===== config.mk =====
export PLATFORM = sky130hd
export DESIGN_NAME = swap_arbiter_flat
export DESIGN_NICKNAME = d
export VERILOG_FILES = /design/src/rtl/swap_arbiter_if.sv /design/src/rtl/swap_arbiter.sv /design/src/flat_wrapper.sv
export SDC_FILE = /design/constraint.sdc
export NUM_CORES = 1
export LEC_CHECK = 0
export BUFFER_PORTS_ARGS = -buffer_cell sky130_fd_sc_hd__buf_2
export CAP_MARGIN = 0
export CORE_MARGIN = 2
export CORE_UTILIZATION = 33
export DETAILED_ROUTE_END_ITERATION = 16
export PLACE_DENSITY = 0.62
export SLEW_MARGIN = 20
export SYNTH_ARGS = -nofsm -noshare
export SYNTH_HDL_FRONTEND = slang
export SYNTH_SLANG_ARGS = --single-unit
export TNS_END_PERCENT = 20

===== constraint.sdc =====
create_clock -name ck -period 1.6 [get_ports ck]
set_input_delay 0 -clock ck [delete_from_list [all_inputs] [get_ports ck]]
set_output_delay 0 -clock ck [all_outputs]
set_load 0.05 [all_outputs]

===== src/rtl/swap_arbiter_if.sv =====
// swap_arbiter_if
//   Request/sequence bus between the two swap requesters and swap_arbiter.
//
//   Handshake semantics: wN is a one-cycle strobe with no ready; aN/bN are
//   sampled on the same edge. The strobe is taken only when requester N has
//   no pending request, otherwise it is silently dropped. Completion is
//   reported by a one-cycle doneN pulse, with err alongside it when the
//   request was rejected. rout/rin are one-hot drive/load enables for the
//   register bank, busy is high whenever the sequencer is not IDLE, and
//   dbg_state exposes the sequencer FSM state.
//
//   Modports:
//     slave  : the arbiter (consumes strobes, produces enables and status)
//     master : the requester side / bench
interface swap_arbiter_if #(
    parameter int NREG = 6,
    parameter int AW   = 3
);
    logic            w0;
    logic [AW-1:0]   a0;
    logic [AW-1:0]   b0;
    logic            w1;
    logic [AW-1:0]   a1;
    logic [AW-1:0]   b1;
    logic [NREG-1:0] rout;
    logic [NREG-1:0] rin;
    logic            done0;
    logic            done1;
    logic            err;
    logic            busy;
    logic [2:0]      dbg_state;

    modport slave (
        input  w0, a0, b0, w1, a1, b1,
        output rout, rin, done0, done1, err, busy, dbg_state
    );

    modport master (
        output w0, a0, b0, w1, a1, b1,
        input  rout, rin, done0, done1, err, busy, dbg_state
    );
endinterface


===== src/rtl/swap_arbiter.sv =====
// swap_arbiter
//   Queues one swap request per requester, grants them round-robin and
//   sequences each legal swap through the temp register X as three bus
//   transfers: X<-A, A<-B, B<-X. Carries no bus data itself.
//
//   Ports:
//     ck   : clock, rising edge
//     rst  : asynchronous, active-high reset
//     bus  : swap_arbiter_if.slave (strobes/indices in; rout, rin,
//            done0, done1, err, busy, dbg_state out)
module swap_arbiter #(
    parameter int NREG = 6,
    parameter int AW   = 3,
    parameter int X    = 2
) (
    input  logic           ck,
    input  logic           rst,
    swap_arbiter_if.slave  bus
);

    typedef enum logic [2:0] {
        S_IDLE = 3'd0,
        S_T1   = 3'd1,
        S_T2   = 3'd2,
        S_T3   = 3'd3,
        S_DONE = 3'd4
    } state_t;

    localparam logic [AW-1:0] X_IDX    = AW'(X);
    localparam logic [AW:0]   NREG_LIM = (AW+1)'(NREG);

    function automatic logic is_legal(input logic [AW-1:0] a, input logic [AW-1:0] b);
        return (a != b) && (a != X_IDX) && (b != X_IDX) &&
               ({1'b0, a} < NREG_LIM) && ({1'b0, b} < NREG_LIM);
    endfunction

    function automatic logic [NREG-1:0] onehot(input logic [AW-1:0] i);
        return {{(NREG-1){1'b0}}, 1'b1} << i;
    endfunction

    state_t          state_q, state_d;
    logic            pend0_q, pend0_d, pend1_q, pend1_d;
    logic [AW-1:0]   pa0_q, pa0_d, pb0_q, pb0_d;
    logic [AW-1:0]   pa1_q, pa1_d, pb1_q, pb1_d;
    logic [AW-1:0]   cur_a_q, cur_a_d, cur_b_q, cur_b_d;
    logic            cur_id_q, cur_id_d;
    logic            cur_ill_q, cur_ill_d;
    logic            last_q, last_d;
    logic [NREG-1:0] rout_q, rout_d, rin_q, rin_d;
    logic            done0_q, done0_d, done1_q, done1_d;
    logic            err_q, err_d, busy_q, busy_d;
    logic            grant0, grant1;

    always_comb begin
        state_d   = state_q;
        pend0_d   = pend0_q;
        pend1_d   = pend1_q;
        pa0_d     = pa0_q;
        pb0_d     = pb0_q;
        pa1_d     = pa1_q;
        pb1_d     = pb1_q;
        cur_a_d   = cur_a_q;
        cur_b_d   = cur_b_q;
        cur_id_d  = cur_id_q;
        cur_ill_d = cur_ill_q;
        last_d    = last_q;
        rout_d    = '0;
        rin_d     = '0;
        done0_d   = 1'b0;
        done1_d   = 1'b0;
        err_d     = 1'b0;

        // With both pending, the requester that was not granted last wins.
        grant0 = (state_q == S_IDLE) && pend0_q && (!pend1_q || last_q);
        grant1 = (state_q == S_IDLE) && pend1_q && (!pend0_q || !last_q);

        case (state_q)
            S_IDLE: begin
                if (grant0 || grant1) begin
                    cur_id_d  = grant1;
                    cur_a_d   = grant1 ? pa1_q : pa0_q;
                    cur_b_d   = grant1 ? pb1_q : pb0_q;
                    cur_ill_d = !is_legal(cur_a_d, cur_b_d);
                    last_d    = grant1;
                    state_d   = cur_ill_d ? S_DONE : S_T1;
                end
            end
            S_T1:    state_d = S_T2;
            S_T2:    state_d = S_T3;
            S_T3:    state_d = S_DONE;
            S_DONE:  state_d = S_IDLE;
            default: state_d = S_IDLE;
        endcase

        // A slot is freed on its grant edge, so a strobe during its own
        // execution is accepted; a strobe on the grant edge itself is not.
        if (grant0) begin
            pend0_d = 1'b0;
        end else if (bus.w0 && !pend0_q) begin
            pend0_d = 1'b1;
            pa0_d   = bus.a0;
            pb0_d   = bus.b0;
        end
        if (grant1) begin
            pend1_d = 1'b0;
        end else if (bus.w1 && !pend1_q) begin
            pend1_d = 1'b1;
            pa1_d   = bus.a1;
            pb1_d   = bus.b1;
        end

        // Outputs are decoded from the next state so they are registered
        // yet line up with the state they belong to.
        case (state_d)
            S_T1: begin
                rout_d = onehot(cur_a_d);
                rin_d  = onehot(X_IDX);
            end
            S_T2: begin
                rout_d = onehot(cur_b_d);
                rin_d  = onehot(cur_a_d);
            end
            S_T3: begin
                rout_d = onehot(X_IDX);
                rin_d  = onehot(cur_b_d);
            end
            S_DONE: begin
                done0_d = !cur_id_d;
                done1_d = cur_id_d;
                err_d   = cur_ill_d;
            end
            default: ;
        endcase
        busy_d = (state_d != S_IDLE);
    end

    always_ff @(posedge ck or posedge rst) begin
        if (rst) begin
            state_q   <= S_IDLE;
            pend0_q   <= 1'b0;
            pend1_q   <= 1'b0;
            pa0_q     <= '0;
            pb0_q     <= '0;
            pa1_q     <= '0;
            pb1_q     <= '0;
            cur_a_q   <= '0;
            cur_b_q   <= '0;
            cur_id_q  <= 1'b0;
            cur_ill_q <= 1'b0;
            last_q    <= 1'b1;
            rout_q    <= '0;
            rin_q     <= '0;
            done0_q   <= 1'b0;
            done1_q   <= 1'b0;
            err_q     <= 1'b0;
            busy_q    <= 1'b0;
        end else begin
            state_q   <= state_d;
            pend0_q   <= pend0_d;
            pend1_q   <= pend1_d;
            pa0_q     <= pa0_d;
            pb0_q     <= pb0_d;
            pa1_q     <= pa1_d;
            pb1_q     <= pb1_d;
            cur_a_q   <= cur_a_d;
            cur_b_q   <= cur_b_d;
            cur_id_q  <= cur_id_d;
            cur_ill_q <= cur_ill_d;
            last_q    <= last_d;
            rout_q    <= rout_d;
            rin_q     <= rin_d;
            done0_q   <= done0_d;
            done1_q   <= done1_d;
            err_q     <= err_d;
            busy_q    <= busy_d;
        end
    end

    assign bus.rout      = rout_q;
    assign bus.rin       = rin_q;
    assign bus.done0     = done0_q;
    assign bus.done1     = done1_q;
    assign bus.err       = err_q;
    assign bus.busy      = busy_q;
    assign bus.dbg_state = state_q;

endmodule


===== src/flat_wrapper.sv =====
// flat-port wrapper written by rule: the top's interface ports become plain ports
module swap_arbiter_flat 
#(
    parameter int NREG = 6,
    parameter int AW   = 3,
    parameter int X    = 2
)
  (ck, rst, bus_w0, bus_a0, bus_b0, bus_w1, bus_a1, bus_b1, bus_rout, bus_rin, bus_done0, bus_done1, bus_err, bus_busy, bus_dbg_state);
  swap_arbiter_if #(.NREG(NREG), .AW(AW)) bus_i ();
  input  logic ck;
  input  logic rst;
  input wire logic [$bits(bus_i.w0)-1:0] bus_w0;
  input wire logic [$bits(bus_i.a0)-1:0] bus_a0;
  input wire logic [$bits(bus_i.b0)-1:0] bus_b0;
  input wire logic [$bits(bus_i.w1)-1:0] bus_w1;
  input wire logic [$bits(bus_i.a1)-1:0] bus_a1;
  input wire logic [$bits(bus_i.b1)-1:0] bus_b1;
  output wire logic [$bits(bus_i.rout)-1:0] bus_rout;
  output wire logic [$bits(bus_i.rin)-1:0] bus_rin;
  output wire logic [$bits(bus_i.done0)-1:0] bus_done0;
  output wire logic [$bits(bus_i.done1)-1:0] bus_done1;
  output wire logic [$bits(bus_i.err)-1:0] bus_err;
  output wire logic [$bits(bus_i.busy)-1:0] bus_busy;
  output wire logic [$bits(bus_i.dbg_state)-1:0] bus_dbg_state;
  assign bus_i.w0 = bus_w0;
  assign bus_i.a0 = bus_a0;
  assign bus_i.b0 = bus_b0;
  assign bus_i.w1 = bus_w1;
  assign bus_i.a1 = bus_a1;
  assign bus_i.b1 = bus_b1;
  assign bus_rout = bus_i.rout;
  assign bus_rin = bus_i.rin;
  assign bus_done0 = bus_i.done0;
  assign bus_done1 = bus_i.done1;
  assign bus_err = bus_i.err;
  assign bus_busy = bus_i.busy;
  assign bus_dbg_state = bus_i.dbg_state;
  swap_arbiter #(.NREG(NREG), .AW(AW), .X(X)) u_core (.ck(ck), .rst(rst), .bus(bus_i));
endmodule

## Yosys cells after proc, flatten, opt, wreduce, memory -nomap -nowiden

Cells that the tools add are included.
W data, S select, Z words.

| operators by class | value |
|---|---|
| order comparisons | 2 |
| equality and inequality tests | 10 |
| shift-type cells | 2 |
| multiplexer cells | 22 |
| bitwise logic cells | 2 |
| reductions and logical operators | 25 |

Operator list:

| operator | count |
|---|---|
| $pmux W6 S3 | 2 |
| $mux W3 | 8 |
| $eq A3 B2 Y1 const B | 4 |
| $pmux W3 S4 | 1 |
| $shl A1 B3 Y6 const A | 2 |
| $mux W1 | 11 |
| $logic_and A1 B1 Y1 | 10 |
| $eq A3 B1 Y1 const B | 2 |
| $lt A3 B3 Y1 const B | 2 |
| $ne A3 B2 Y1 const B | 2 |
| $reduce_and A2 Y1 | 3 |
| $logic_not A1 Y1 | 5 |
| $reduce_bool A2 Y1 | 2 |
| $eq A3 B3 Y1 const B | 1 |
| $logic_not A3 Y1 | 1 |
| $logic_or A1 B1 Y1 | 3 |
| $ne A3 B3 Y1 | 1 |
| $reduce_bool A3 Y1 | 1 |
| $not A1 Y1 | 2 |

| storage, ports and cells | value |
|---|---|
| bits in registers | 42 |
| input port bits | 16 |
| output and inout port bits | 19 |
| logic and storage cells | 81 |

## Depth between registers and ports, before layout

Gate-level depths: netlist (run 1).

| logic depth | value |
|---|---|
| depth in word-level cells | 14 |
| depth in mapped cells | 8 |
| gate-level depth less buffers | 6 |

## Worst setup path after synthesis (run 1)

Ideal clock, no wire load.

| path | value |
|---|---|
| path type | reg-to-reg |
| start point | reg u_core.state_q[2], in the netlist u_core.bus.dbg_state[2] |
| end point | reg u_core.rin_q[1], in the netlist u_core.bus.rin[1] |
| setup time | 0.083 ns |
| data arrival time | 1.935 ns |
| data required time | 1.517 ns |
| setup slack | -0.419 ns |
| cell stages (with the launch flop) | 8 |
| path buffers | 2 |
| clock period less this slack | 2.019 ns |
| cell sequence | dfrtp_1 > buf_2 > or3_4 > nor2_2 > buf_4 > a31oi_2 > or2_1 > o22ai_1 |

| on the way | value |
|---|---|
| elaborated cells on any way between the ends | 33 |
| those cells by class | order compare (2); eq/ne (9); shift (2); mux (10); reduce/logical (10) |

RTL lines:

| what | line | RTL |
|---|---|---|
| start, declared | swap_arbiter.sv:41 | `state_t state_q, state_d;` |
| start signal, assigned | swap_arbiter.sv:158 | `state_q <= state_d;` |
| $logic_not A3 Y1 * | swap_arbiter.sv:74, swap_arbiter.sv:75, swap_arbiter.sv:77 |  |
| $logic_and A1 B1 Y1 (on tied branches) (2 in a row) | swap_arbiter.sv:75, swap_arbiter.sv:74 |  |
| $mux W3 or $logic_or A1 B1 Y1 (tied branches) | swap_arbiter.sv:82, swap_arbiter.sv:79 |  |
| $mux W3 | swap_arbiter.sv:79 | `if (grant0 \|\| grant1) begin` |
| $mux W3 * | swap_arbiter.sv:77 | `case (state_q)` |
| net u_core.cur_b_d[2] | swap_arbiter.sv:45 | `logic [AW-1:0] cur_a_q, cur_a_d, cur_b_q, cur_b_d;` |
| $shl A1 B3 Y6 * | swap_arbiter.sv:38 | `return {{(NREG-1){1'b0}}, 1'b1} << i;` |
| $pmux W6 S3 * | swap_arbiter.sv:114 | `case (state_d)` |
| net u_core.rin_d[1] | swap_arbiter.sv:49 | `logic [NREG-1:0] rout_q, rout_d, rin_q, rin_d;` |
| end signal, assigned | swap_arbiter.sv:171 | `rin_q <= rin_d;` |
| end, declared | swap_arbiter.sv:49 |  |

Mark *: on every way through the listed nets, which the timed path passes. The rest lies on a longest branch.
A chain may end at the register's enable or synchronous reset.

## Worst setup path in the final report (run 1)

| path | value |
|---|---|
| start point | reg u_core.state_q[1], in the netlist u_core.bus.dbg_state[1] |
| end point | reg u_core.rin_q[1], in the netlist u_core.bus.rin[1] |

The elaborated chain is that of the path after synthesis.

==> results.toml, run 1 <==
[logic_synthesis]
yosys-top-cells-count = "41 x dfrtp_1, 14 x nor2_1, 12 x mux2_2, 11 x nand2_1, 9 x o22ai_1"
synthFlopType = "dfrtp_1"
synth.top_cells.by_area = "dfrtp_1 54%, mux2_2 7.1%, o22ai_1 2.9%"
synth_edf_count = 0
netlist_area_mm2 = 0.00191
netlist_instances = 177
syn_avg_cell_area_um2 = 10.8
yosysTopAreaCellShare_pct = 53.6
ys_ff_latch = 42
synthArstFlopShare_pct = 100
netlist.top_cell.by_area = "dfrtp_1"
synth.lib_cells_used.distinct = 44
synth_warnings = 0
synth-seq-area-share_pct = 55.0
synth_nets = 193
post-synth-top-count-cell = "dfrtp_1"

[die]
die_h_um = 80.2
io_pins = 35
initial_core_util_pct = 34.6
core_mm2 = 0.00554
die_w_um = 80.2
dieArea_mm2 = 0.00643
rows = 27

[run_status]
status = "complete, but fails checks"
violations = "setup timing"

[pwr]
switching_power_uw = 2990
seqPwrFrac_pct = 26.6
p_per_area_mw_per_mm2 = 2380
swShare_pct = 43.6
clockPowerShare_pct = 12.0
p_int_uw = 3870
combPwrFrac_pct = 61.4
p_leak_uw = 0.00133
ir_drop_mv = 0.946

[sta]
slew_violations = 0
fmax_ghz = 0.551
hold_viol_final = 0
worst_slew_pin_slew_ps = 622
fin_skew_ps = 4.84
holdWs_ps = 315
layout_setup_ws_ps = -216
fin_crit_ps = 1820
setup_viol = 18
max_slew_margin_pct = 58.5
min_period_over_period_pct = 114
rsz0062_at_grt = "yes"

[global_route]
overflow = 0
grt_pass1_wl_um = 7770
grt.total_usage_pct = 15.7
grt_pass1_vias = 1624
grt_start_max_net_pins = 18
antenna_found_initial = 0

[clock_tree]
clk_path_buf_depth = 2
cts_made_buffers = 5
clk_pin_slew_ps = 80
cts_tree = "yes"
clock-root-buffer = "clkbuf_8"
numClockSinks = 42
clock_latency_ps = 290
htreeDepth = 2

[critical_path]
crit_path_max_fanout = 6
worstReg2RegStart = "u_core.bus.dbg_state[1]$_DFF_PP0_"
worstSetupStartpointType = "flop"
critPathArrivalTime_ps = 2040
cp-startpoint = "u_core.bus.dbg_state[1]$_DFF_PP0_"
crit_path_end_kind = "flop"
cp.required_ps = 1820
crit_type = "flop to flop"

[final_layout]
antennaDiodeCount = 0
final_nets = 288
drive_gt1_share_pct = 47.3
multi_input_area_um2 = 928
n_fill_cell = 501
area_growth_pct = 50.9
regArea_mm2 = 0.00106
stdcell_count = 345

[routing]
ant_nets = 0
num_vias = 1672
wl_per_cell_um = 13.5
drtIter0Drc = 57
drt-total-wl_um = 4650
drc = 0
firstDrtPassIters = 4
viasPerCell = 4.85

[place]
hpwl_um = 3550
numPortBuffers = 34
gp_congestion = 0.867
dp.cells = 321

[hold_path]
hold_path_class = "primary input to asynchronous set/reset pin"

[job]
cap_violations = 0
==> timing repair <==
| item | in CTS | in global routing |
|---|---|---|
| hold buffers | 15 | 0 |
| setup endpoints to repair | 17 | 23 |
| gates resized for setup | 11 | 12 |
| endpoints found under the hold margin | 28 | 0 |
| cloned | 0 | 0 |
| pin swaps | 5 | 8 |
| setup buffers | 0 | 1 |
==> kinds of logic (layout without fill, tap and decap cells) <==
logic type / count (synthesis) / in the layout / synth area share [%]
DFF: 42 / 42 / 55.0
xor gates and xnor gates: 2 / 2 / 0.915
muxes: 14 / 14 / 8.10
buffers and inverters: 11 / 107 / 2.48
and+or+nand+nor: 57 / 57 / 15.9
AOI/OAI and AO/OA: 51 / 51 / 17.6
==> power groups by stage <==
stage / combinational, uW / clock (uW) / sequential, uW
finish: 4210 / 825 / 1830
global route: 4570 / 892 / 1880
CTS: 3950 / 851 / 1820
detailed placement: 3750 / 0 / 1840
global placement: 3710 / 0 / 1830
floorplan: 1770 / 0 / 2410
==> metrics by stage <==
stage	setup WS, ps	TNS (ps)	cell area [um2]	total power [uW]	utilization [%]
2_1_floorplan	-253	-3120	1950	4170	-
3_3_place_gp	-179	-1760	2510	5540	45.3
3_5_place_dp	-188	-1930	2510	5580	45.3
4_1_cts	-138	-1760	2820	6610	50.9
5_1_grt	-265	-3740	2890	7350	52.1
6_report	-216	-2430	2890	6860	52.1
==> final timing paths <==
| path | endpoint | slack, ps | cells past startpoint |
|---|---|---|---|
| max | u_core.bus.rin[1]$_DFF_PP0_ | -220 | 6 |
| min | u_core.bus.err$_DFF_PP0_ | 310 | 3 |
| max reg2reg | u_core.bus.rin[1]$_DFF_PP0_ | -220 | 6 |
| min reg2reg | u_core.cur_ill_q$_DFF_PP0_ | 490 | 1 |
| max in group asynchronous | u_core.last_q$_DFFE_PP1P_ | 690 | 4 |
| min in group ck | u_core.pend0_q$_DFFE_PP0P_ | 460 | 3 |
==> registers in the layout, summed over array words and instances, names as in the netlist, 3 cells and up <==
register              flops
u_core.pa0_q              3
u_core.pa1_q              3
u_core.pb0_q              3
u_core.cur_b_q            3
u_core.cur_a_q            3
u_core.bus.rout           6
u_core.bus.dbg_state      3
u_core.pb1_q              3
u_core.bus.rin            6
==> routing by layer <==
layer | global-route usage, % | vias up | part of all wire (%)
met5 | 0 | - | 0
met4 | 5.59 | 0 | 1.5
met3 | 3.60 | 7 | 3.9
met2 | 25.8 | 35 | 49
met1 | 20.4 | 794 | 46
li1 | - | 836 | -
==> layout by cell type, fill, tap and decap left out, types with 3 or more instances in the layout <==
| cell type | count |
|---|---|
| buf_4 | 42 |
| dfrtp_1 | 38 |
| buf_2 | 34 |
| dlygate4sd3_1 | 15 |
| nor2_1 | 14 |
| mux2_2 | 12 |
| nand2_1 | 11 |
| nand3_1 | 7 |
| a21oi_1 | 6 |
| o21ai_0 | 5 |
| o21ai_1 | 5 |
| o22ai_2 | 5 |
| clkbuf_8 | 5 |
| nor2b_1 | 4 |
| o211ai_1 | 4 |
| o22ai_1 | 4 |
| inv_1 | 4 |
| o21ai_2 | 3 |
| o21bai_1 | 3 |
| and2_1 | 3 |
| dfrtp_2 | 3 |
==> final cells by class <==
cell class                      instances  share of cell area, %
Inverter                                5                  0.650
Tap cell                               72                   3.12
Multi-Input combinational cell        124                   32.1
Sequential cell                        42                   36.6
Clock buffer                            5                   2.38
Timing Repair Buffer                   94                   23.8
Clock inverter                          3                   1.39
==> worst max-delay path: stages, from the launching register on <==
cell     delay, ps
dfrtp_2        450
or3_4          450
nor2_4         170
buf_12         130
a31oi_4         90
or2_4          290
o22ai_2        160
Note: power is estimated with default switching activity, not from simulation.
==> run 2: changes to the inputs <==
BUFFER_PORTS_ARGS = -buffer_cell sky130_fd_sc_hd__clkbuf_2   (was -buffer_cell sky130_fd_sc_hd__buf_2)
==> run 2 against run 1 <==
The run still ends with setup timing left. Critical endpoint is now u_core.bus.rout[0]$_DFF_PP0_. Sequential power is essentially flat. Clock skew grew 3.1 ps. First-iteration DRC count fell by 14%. Worst hold slack lost 26 ps. Final cell count increased by 2.6%.
==> results.toml, run 2 (synthesis results as in run 1) <==
[run_status]
status = "complete, but fails checks"
violations = "setup timing"

[final_layout]
antennaDiodeCount = 0
area_growth_pct = 61.2
layout_common_cells = "44 x buf_4, 37 x dfrtp_1, 34 x clkbuf_2, 15 x dlygate4sd3_1, 14 x nor2_1"
final_nets = 297
regArea_mm2 = 0.00106
stdcell_count = 354
n_fill_cell = 477
multi_input_area_mm2 = 0.00102
drive_gt1_share_pct = 52.1
final_common_cell = "buf_4"

[die]
initial_core_util_pct = 34.6
die_h_um = 80.2
die_w_um = 80.2
rows = 27
io_pins = 35
dieArea_mm2 = 0.00643
core_mm2 = 0.00554

[clock_tree]
clock-root-buffer = "clkbuf_8"
cts_tree = "yes"
numClockSinks = 42
clk_pin_slew_ps = 90
cts_made_buffers = 5
clk_path_buf_depth = 2
htreeDepth = 2
clock_latency_ps = 300

[pwr]
p_per_area_mw_per_mm2 = 2490
swShare_pct = 43.8
p_leak_uw = 0.00139
p_int_uw = 4330
combPwrFrac_pct = 65.1
ir_drop_mv = 1.03
switching_power_uw = 3370
seqPwrFrac_pct = 23.8
clockPowerShare_pct = 11.1

[critical_path]
crit_cells = 6
slowest_stage = "or3_4"
cpLargestDelayFamily = "simple AND/OR/NAND/NOR gates"
critPathMaxStageDelay_ps = 450
crit_path_end_kind = "flop"
crit_chain = "or3_4 > nor2_4 > buf_12 > a31oi_4 > or2_4 > o22ai_2"
rr_worst_depth = 6
crit_path_max_fanout = 6
cp.required_ps = 1830
critPathArrivalTime_ps = 2000
timing.critical_path.buf_inv = 1
crit_type = "flop to flop"
worstSetupStartpointType = "flop"

[place]
gp_congestion = 0.847
hpwl_um = 3630
dp.cells = 321
dp_slack_ps = -195
numPortBuffers = 34

[routing]
drtIter0Drc = 49
ant_nets = 0
drt-total-wl_um = 5110
wl_per_cell_um = 14.4
firstDrtPassIters = 4
num_vias = 1785
viasPerCell = 5.04
drc = 0

[sta]
max_slew_margin_pct = 59.3
slew_violations = 0
holdWs_ps = 289
fin_crit_ps = 1770
worst_slew_pin_slew_ps = 610
fmax_ghz = 0.566
min_period_over_period_pct = 110
setup_viol = 19
fin_skew_ps = 7.98
layout_setup_ws_ps = -166
rsz0062_at_grt = "yes"
hold_viol_final = 0

[global_route]
overflow = 0
grt_pass1_vias = 1724
antenna_found_initial = 0
grt.total_usage_pct = 16.3
grt_pass1_wl_um = 7980
grt_start_max_net_pins = 18

[job]
cap_violations = 0

[hold_path]
hold_path_class = "primary input to asynchronous set/reset pin"
run 2: cell types whose count changed in the layout (fill, tap and decap cells not counted), sizes merged:
cell / before / now
buf: 79 / 54
clkbuf: 5 / 39
clkinv: 2 / 0
clkinvlp: 0 / 2
run 2: final timing paths:
kind	to	slack, ps	start
worst min register to register	u_core.cur_ill_q$_DFF_PP0_	480	u_core.cur_ill_q$_DFF_PP0_
max in group asynchronous	u_core.pa0_q[0]$_DFFE_PP0P_	700	rst
worst max register to register	u_core.bus.rout[0]$_DFF_PP0_	-170	u_core.bus.dbg_state[1]$_DFF_PP0_
worst max-delay path	u_core.bus.rout[0]$_DFF_PP0_	-170	u_core.bus.dbg_state[1]$_DFF_PP0_
min in group ck	u_core.pend1_q$_DFFE_PP0P_	460	bus_w1
worst min-delay path	u_core.bus.rin[3]$_DFF_PP0_	290	rst
run 2: power by group through the flow:
stage	clock network [uW]	registers [uW]	logic, uW
final	857	1830	5000
after global routing	915	1900	5300
after CTS	866	1820	4340
after detailed placement	0	1850	3750
after global placement	0	1830	3710
after floorplan	0	2410	1770
run 2: timing repair:
action,4_1_cts,5_1_grt
cloned,0,0
hold buffers,15,0
pin swaps,12,14
hold endpoints to repair,28,0
buffers inserted,5,5
resized for setup,20,28
endpoints found under the setup margin,18,19
run 2: area by class of cell:
cell class,count,area share [%]
Sequential cell,42,34.3
Multi-Input combinational cell,124,33.1
Timing Repair Buffer,103,25.3
Tap cell,72,2.92
Clock buffer,5,2.23
Clock inverter,3,1.46
Inverter,5,0.689
run 2: metal layers:
layer	part of all wire (%)	wire length (um)	vias up	track usage (%)
met4	3.0	155	0	6.95
met3	4.0	203	14	4.16
met2	50	2550	51	27.8
li1	-	-	857	-
met5	0	0	-	0
met1	43	2200	863	19.4
run 2: per-stage QoR:
step / power (uW) / instance area, um2 / setup TNS [ps] / util (%)
after detailed placement: 5600 / 2510 / -2020 / 45.3
after global routing: 8120 / 3090 / -3250 / 55.7
after global placement: 5540 / 2510 / -1780 / 45.3
after CTS: 7030 / 2920 / -1400 / 52.7
after floorplan: 4170 / 1950 / -3120 / -
final: 7690 / 3090 / -1960 / 55.7
run 2: tightest hold or removal path, stage by stage:
cell and delay, ps:
dlygate4sd3_1 530, clkbuf_2 100, inv_1 440
